File: src/rtl/avg_seq_ctrl.sv
// avg_seq_ctrl: serial NSAMP-sample averager, one shared adder + 1-bit shifter.
// Define AVG_ROUND_EN to add an RND state for round-half-up results.
module avg_seq_ctrl #(
  parameter int DATAWIDTH = 16,
  parameter int ACCWIDTH  = 32,
  parameter int NSAMP     = 8
) (
  input  logic                 Clk,
  input  logic                 Rst,
  input  logic                 Start,
  input  logic [7:0]           sa,
  input  logic [DATAWIDTH-1:0] din,
  input  logic                 din_valid,
  output logic                 din_ready,
  output logic [DATAWIDTH-1:0] avg,
  output logic                 Done,
  output logic                 Busy
);

  typedef enum logic [2:0] {
    IDLE,
    ACC,
    RND,
    SHIFT,
    DONE
  } state_t;

  localparam logic [7:0]  LAST = 8'(NSAMP - 1);
  localparam logic [31:0] AWID = 32'(ACCWIDTH);

  state_t              state;
  logic [ACCWIDTH-1:0] acc;
  logic [ACCWIDTH-1:0] addend;
  logic [ACCWIDTH-1:0] sum;
  logic [7:0]          cnt;
  logic [7:0]          sh_q;
  logic                beat;
  logic                rnd_ok;

  assign beat   = din_valid & din_ready;
  assign rnd_ok = (sh_q != 8'd0) &&
                  ({24'd0, sh_q} <= AWID);

  // The single adder: samples in ACC, half-LSB in RND.
  always_comb begin
    addend = ACCWIDTH'(din);
`ifdef AVG_ROUND_EN
    if (state == RND)
      addend = ACCWIDTH'(1) << (sh_q - 8'd1);
`endif
  end

  assign sum = acc + addend;

  always_ff @(posedge Clk or negedge Rst) begin
    if (!Rst) begin
      state     <= IDLE;
      acc       <= '0;
      cnt       <= '0;
      sh_q      <= '0;
      avg       <= '0;
      Done      <= 1'b0;
      din_ready <= 1'b0;
      Busy      <= 1'b0;
    end else begin
      Done <= 1'b0;
      unique case (state)
        IDLE: begin
          if (Start) begin
            acc       <= '0;
            cnt       <= '0;
            sh_q      <= sa;
            din_ready <= 1'b1;
            Busy      <= 1'b1;
            state     <= ACC;
          end
        end
        ACC: begin
          if (beat) begin
            acc <= sum;
            cnt <= cnt + 8'd1;
            if (cnt == LAST) begin
              din_ready <= 1'b0;
`ifdef AVG_ROUND_EN
              state <= RND;
`else
              state <= SHIFT;
`endif
            end
          end
        end
        RND: begin
          if (rnd_ok)
            acc <= sum;
          state <= SHIFT;
        end
        SHIFT: begin
          if (sh_q != 8'd0) begin
            acc  <= acc >> 1;
            sh_q <= sh_q - 8'd1;
          end else begin
            avg   <= acc[DATAWIDTH-1:0];
            Done  <= 1'b1;
            state <= DONE;
          end
        end
        DONE: begin
          Busy  <= 1'b0;
          state <= IDLE;
        end
        default: begin
          state <= IDLE;
        end
      endcase
    end
  end

endmodule

File: config.mk
export PLATFORM = sky130hd
export DESIGN_NAME = avg_seq_ctrl
export DESIGN_NICKNAME = d
export VERILOG_FILES = /design/src/rtl/avg_seq_ctrl.sv
export SDC_FILE = /design/constraint.sdc
export NUM_CORES = 1
export LEC_CHECK = 0
export ABC_AREA = 1
export CAP_MARGIN = 0
export CORE_MARGIN = 2
export CORE_UTILIZATION = 45
export CTS_CLUSTER_DIAMETER = 200
export DETAILED_ROUTE_END_ITERATION = 10
export PLACE_DENSITY = 0.68
export SYNTH_ARGS = -nofsm -noshare
export SYNTH_HDL_FRONTEND = slang
export SYNTH_SLANG_ARGS = --single-unit
File: constraint.sdc
create_clock -name Clk -period 2.2 [get_ports Clk]
set_clock_uncertainty 0.2 [all_clocks]
set_input_delay 0.44 -clock Clk [delete_from_list [all_inputs] [get_ports Clk]]
set_output_delay 0.44 -clock Clk [all_outputs]
set_load 0.005 [all_outputs]
# Word level (Yosys, flattened, before mapping)
# Index checks and enable logic that the tools add are counted.
dict set report classes {
  addsub 3
  n_mul 0
  div 0
  magnitude_cmp 1
  n_eq_ne 11
  n_shift 0
  muxes 23
  n_bitwise 2
  reduce_logical 14
}
# cell count
set op_table {}
lappend op_table {{32-bit 2-to-1 mux} 4}
lappend op_table {{32-bit one-hot mux with 4 select lines} 1}
lappend op_table {{32-bit by 16-bit adder with 32-bit output} 1}
lappend op_table {{8-bit 2-to-1 mux} 4}
lappend op_table {{8-bit one-hot mux with 2 select lines} 2}
lappend op_table {{3-bit 2-to-1 mux} 4}
lappend op_table {{2-bit inequality test (second input constant)} 6}
lappend op_table {{3-bit one-hot mux with 4 select lines} 1}
lappend op_table {{8-bit by 1-bit adder with 8-bit output (second input constant)} 1}
lappend op_table {{8-bit by 3-bit == test with 1-bit output (second input constant)} 1}
lappend op_table {{8-bit by 6-bit <= comparator with 1-bit output (second input constant)} 1}
lappend op_table {{4-bit AND reduction} 2}
lappend op_table {{8-bit nonzero test} 1}
lappend op_table {{8-bit by 1-bit subtractor with 8-bit output (second input constant)} 1}
lappend op_table {{3-bit by 2-bit == test with 1-bit output (second input constant)} 2}
lappend op_table {{3-bit AND reduction} 2}
lappend op_table {{2-bit nonzero test} 3}
lappend op_table {{1-bit 2-to-1 mux} 5}
lappend op_table {{5-bit AND reduction} 1}
lappend op_table {{1-bit one-hot mux with 2 select lines} 2}
lappend op_table {{2-bit AND reduction} 2}
lappend op_table {{4-bit nonzero test} 1}
lappend op_table {{3-bit by 1-bit == test with 1-bit output (second input constant)} 1}
lappend op_table {{3-bit == test (second input constant)} 1}
lappend op_table {{4 further kinds} 4}
dict set report word_totals {
  register_bits 70
  latchBits 0
  ram_bits 0
  mem_bits_ro 0
  in_bits 28
  output_inout_bits 19
  word_cells 62
  memories 0
}

# Longest topological paths before layout
dict set report logic_depth {
  depth_word 4
  mapped_depth 14
  depth_no_buf 14
}

# Worst setup path after synthesis
# OpenSTA, ideal clock, no wires.
dict set report synth_timing {
  kind {input to register}
  from {input din[0]}
  to {register acc[24]}
  setup_ps 122
  arrival_ps 1838
  t_required_ps 1878
  slack_ps 40
  cell_stages 11
  path_buffers 0
  cell_sequence {ha_1 inv_1 fa_1 o21ai_0 nand2_1 nand2_1 nand3b_1 nand2_1 nand2_1 nand3_1 a21oi_1}
}
dict set report synth_between {
  elab_chain_len 3
  word_cells_on_any_way 4
  classes_between {1 x add/sub; 3 x mux}
}
# item line
set synth_lines {}
lappend synth_lines {{start: declaration} 12} ;# input logic [DATAWIDTH-1:0] din,
lappend synth_lines {{32-bit by 16-bit adder with 32-bit output (*)} 53} ;# assign sum = acc + addend;
lappend synth_lines {{32-bit 2-to-1 mux, on equally long branches} {93, 79}}
lappend synth_lines {{32-bit one-hot mux with 4 select lines (*)} 67} ;# unique case (state)
lappend synth_lines {{end signal: assignment} 80} ;# acc <= sum;
lappend synth_lines {{end signal: assignment} 94} ;# acc <= sum;
lappend synth_lines {{end signal: assignment} 99} ;# acc <= acc >> 1;
lappend synth_lines {{end: declaration} 32} ;# logic [ACCWIDTH-1:0] acc;
# Mark *: on every way between the ends. The rest lies on a longest branch, timed or not. The select of a mux whose other input is x is not followed.
# A chain may end at the register's enable or synchronous reset.

# Final worst setup path
dict set report layout_timing {
  from {input din[7]}
  to {register acc[28]}
}
# The elaborated chain is that of the path after synthesis.

==> run summary <==
Die outline width -> 110 um
Rel. slew slack -> 70.9%
Total CTS buffers -> 9
DRT Wirelength -> 15000 um
Die Y -> 110 um
Mapped Cells -> 741
Syn_area_per_cell -> 6.78 um^2
Area grow syn2layout -> 37.2%
Power density over the cells -> 407 nW/um^2
Port Buf Inserts -> 46
Placed Cells -> 979
Global-route wire length before repair -> 22900 um
Antenna violations before repair -> 0
DIE AREA -> 12000 um^2
Arr. time, crit path -> 2.25 ns
R2R Setup Slk -> 0.08 ns
Leak -> 3.40 nW
Num Clock Sinks -> 70
Via-per-instance ratio -> 5.25
# DRC -> 0
Antenna diodes -> 0
CTS max path bufs -> 2
Largest net degree at the start of global routing -> 37
Critical path endpoint category -> register
Core Footprint -> 10900 um^2
Root Driver -> clkbuf_8
Hold endpoint -> avg[0]$_DFFE_PN0P_
Dpl hpwl -> 10800 um
Routed wire per std cell -> 14.9 um
Max incr delay on CP -> 0.48 ns
#FFs+latches synth -> 70
CP required -> 2.29 ns
Crit-path cells -> clkdlybuf4s50_1, ha_4, nand2_1, nor2_1, and2_1, nand2_1, nand3_2, nand2_1, nand3b_1, nand3_1, a21oi_1
Maxcap violations -> 0
Detail Route Antenna Nets -> 0
DR iter-0 viols -> 402
Hold crit path type -> reg -> reg
Worst path most repeated cell -> nand2_1
Router iterations before antenna repair -> 5
Layout net count -> 907
Post-synth net total -> 788
Layout cell share with drive strength beyond 1 -> 23.4%
Most common flop cell mapped by yosys -> dfrtp_1
Final Slew Violations -> 0
Endpoints failing setup -> 0
Status -> finished, final reports clean
Finished Layout Cells -> 1005
CP Max Fanout -> 4
Worst path slowest cell -> clkdlybuf4s50_1
H-tree depth -> 3
Commonest non-fill, non-tap cell in the layout -> nand2_1
Post-synth EDFFs -> 0
GRT Util Overall -> 24.6%
Mapped Area -> 5020 um^2
Vias in the first global route -> 4763
Final Critical Period -> 2.16 ns
CTS tree -> done
Hold Crit Start -> avg[0]$_DFFE_PN0P_
Reg2Reg Depth -> 12
Clk_lat worst skew -> 0.36 ns
Crit path launch type -> input pin
Vias -> 5272
F_max -> 462 MHz
Seq/Total Area, Yosys -> 34.9%
Worst hold path stage count -> 2
GRT Residual Overflow -> 0
Hold Fails Final Rpt -> 0
Max IR drop VDD -> 0.000341 V
Launch point of the worst reg-to-reg path -> acc[1]$_DFFE_PN0P_
Final Wtd Congestion -> 0.999
R2r endpoint -> acc[11]$_DFFE_PN0P_
Slew @ Worst Pin -> 0.434 ns
Synth cell types -> 44
Initial core utilization -> 46.2%
Final period utilization -> 98.3%
Ys async rst share -> 100%
Row count -> 38
Design Power -> 2.80 mW
Ys Warns -> 0
Clock-pin slew on the worst setup and hold paths -> 0.07 ns
WS Path Type -> in -> reg
IO Pins -> 47
Commonest non-fill, non-tap cells in the layout -> nand2_1, inv_1, buf_4
[final cells by class]
class / instances / area [um^2]
Clock buffer: 11 / 141
Clock inverter: 5 / 106
Fill cell: 944 / 3990
Inverter: 115 / 438
Multi-Input combinational cell: 538 / 3150
Sequential cell: 70 / 1750
Tap cell: 140 / 175
Timing Repair Buffer: 124 / 1120
Timing Repair inverter: 2 / 15.0
[per-stage QoR]
step	worst slack (ns)	hold WS [ns]	util, %	TNS (ns)	cell area (um^2)
floorplan	0.0402	-0.0556	-	0	5020
global placement	-0.588	0.162	56.3	-11.75	6130
detailed placement	-0.582	0.166	56.3	-12.41	6130
CTS	-0.0650	0.288	59.6	-0.149	6490
global route	-0.0343	0.306	63.3	-0.261	6890
finish	0.0371	0.285	63.3	0	6890
[worst max-delay path by stage]
| stage | startpoint | endpoint | slack (ns) | cells past startpoint |
|---|---|---|---|---|
| 6_report | din[7] | acc[28]$_DFFE_PN0P_ | 0.04 | 11 |
| 2_1_floorplan | din[0] | acc[24]$_DFFE_PN0P_ | 0.04 | 11 |
| 3_3_place_gp | din[0] | acc[28]$_DFFE_PN0P_ | -0.59 | 12 |
| 4_1_cts | sh_q[1]$_DFFE_PN0P_ | avg[7]$_DFFE_PN0P_ | -0.07 | 8 |
| 5_1_grt | din[3] | acc[29]$_DFFE_PN0P_ | -0.03 | 12 |
| 3_5_place_dp | din[0] | acc[28]$_DFFE_PN0P_ | -0.58 | 13 |
[cell families after synthesis]
group           share of synthesized area (%)
simple gates                             33.2
compound gates                           15.5
buf+inv                                  10.7
flops                                    34.9
fa+ha+maj                                4.88
xor+xnor                                0.872
[power breakdown]
| part | leakage [nW] | internal (mW) | switching, mW |
|---|---|---|---|
| Clock | 0.120 | 0.786 | 0.512 |
| Sequential | 0.929 | 1.29 | 0.00298 |
| Combinational | 2.36 | 0.108 | 0.106 |
[per-layer routing]
| layer | share of wire, % | global-route usage (%) | vias up | wire length (um) |
|---|---|---|---|---|
| met1 | 46 | 34.2 | 2505 | 6930 |
| met4 | 1.5 | 6.33 | 0 | 228 |
| met2 | 47 | 39.7 | 120 | 7070 |
| met5 | 0 | 0 | - | 0 |
| met3 | 4.8 | 4.21 | 19 | 719 |
| li1 | - | - | 2628 | - |
[Yosys cell counts, drive strengths merged (5+ instances only)]
library cell	instances	area share [%]
a21oi	57	5.7
a22oi	12	2.6
a31oi	5	0.62
buf	11	1.5
clkbuf	7	0.52
dfrtp	70	35
ha	18	4.5
inv	115	8.6
nand2	211	16
nand3	54	5.4
nand3b	8	1.2
nand4	10	1.5
nor2	71	5.5
nor3	15	2.0
o21ai	45	4.5
[what timing repair did]
action / in CTS / in global routing
gates cloned: 0 / 2
gates resized for setup: 28 / 81
setup endpoints to repair: 26 / 51
pin swaps: 9 / 25
hold buffers: 1 / 0
buffers inserted: 2 / 5
endpoints found under the hold margin: 12 / 0
[state kept, by name, summed over array words and instances (netlist names)]
register and count:
cnt 8, Busy 1, state 3, Done 1, acc 32, sh_q 8, din_ready 1, avg 16
[critical path, delay by kind of cell]
| family | cells | cell delay, ns |
|---|---|---|
| compound gates | 1 | 0.13 |
| fa+ha+maj | 1 | 0.32 |
| buf+inv | 1 | 0.48 |
| simple gates | 8 | 0.87 |
(Power assumes the default switching activity.)
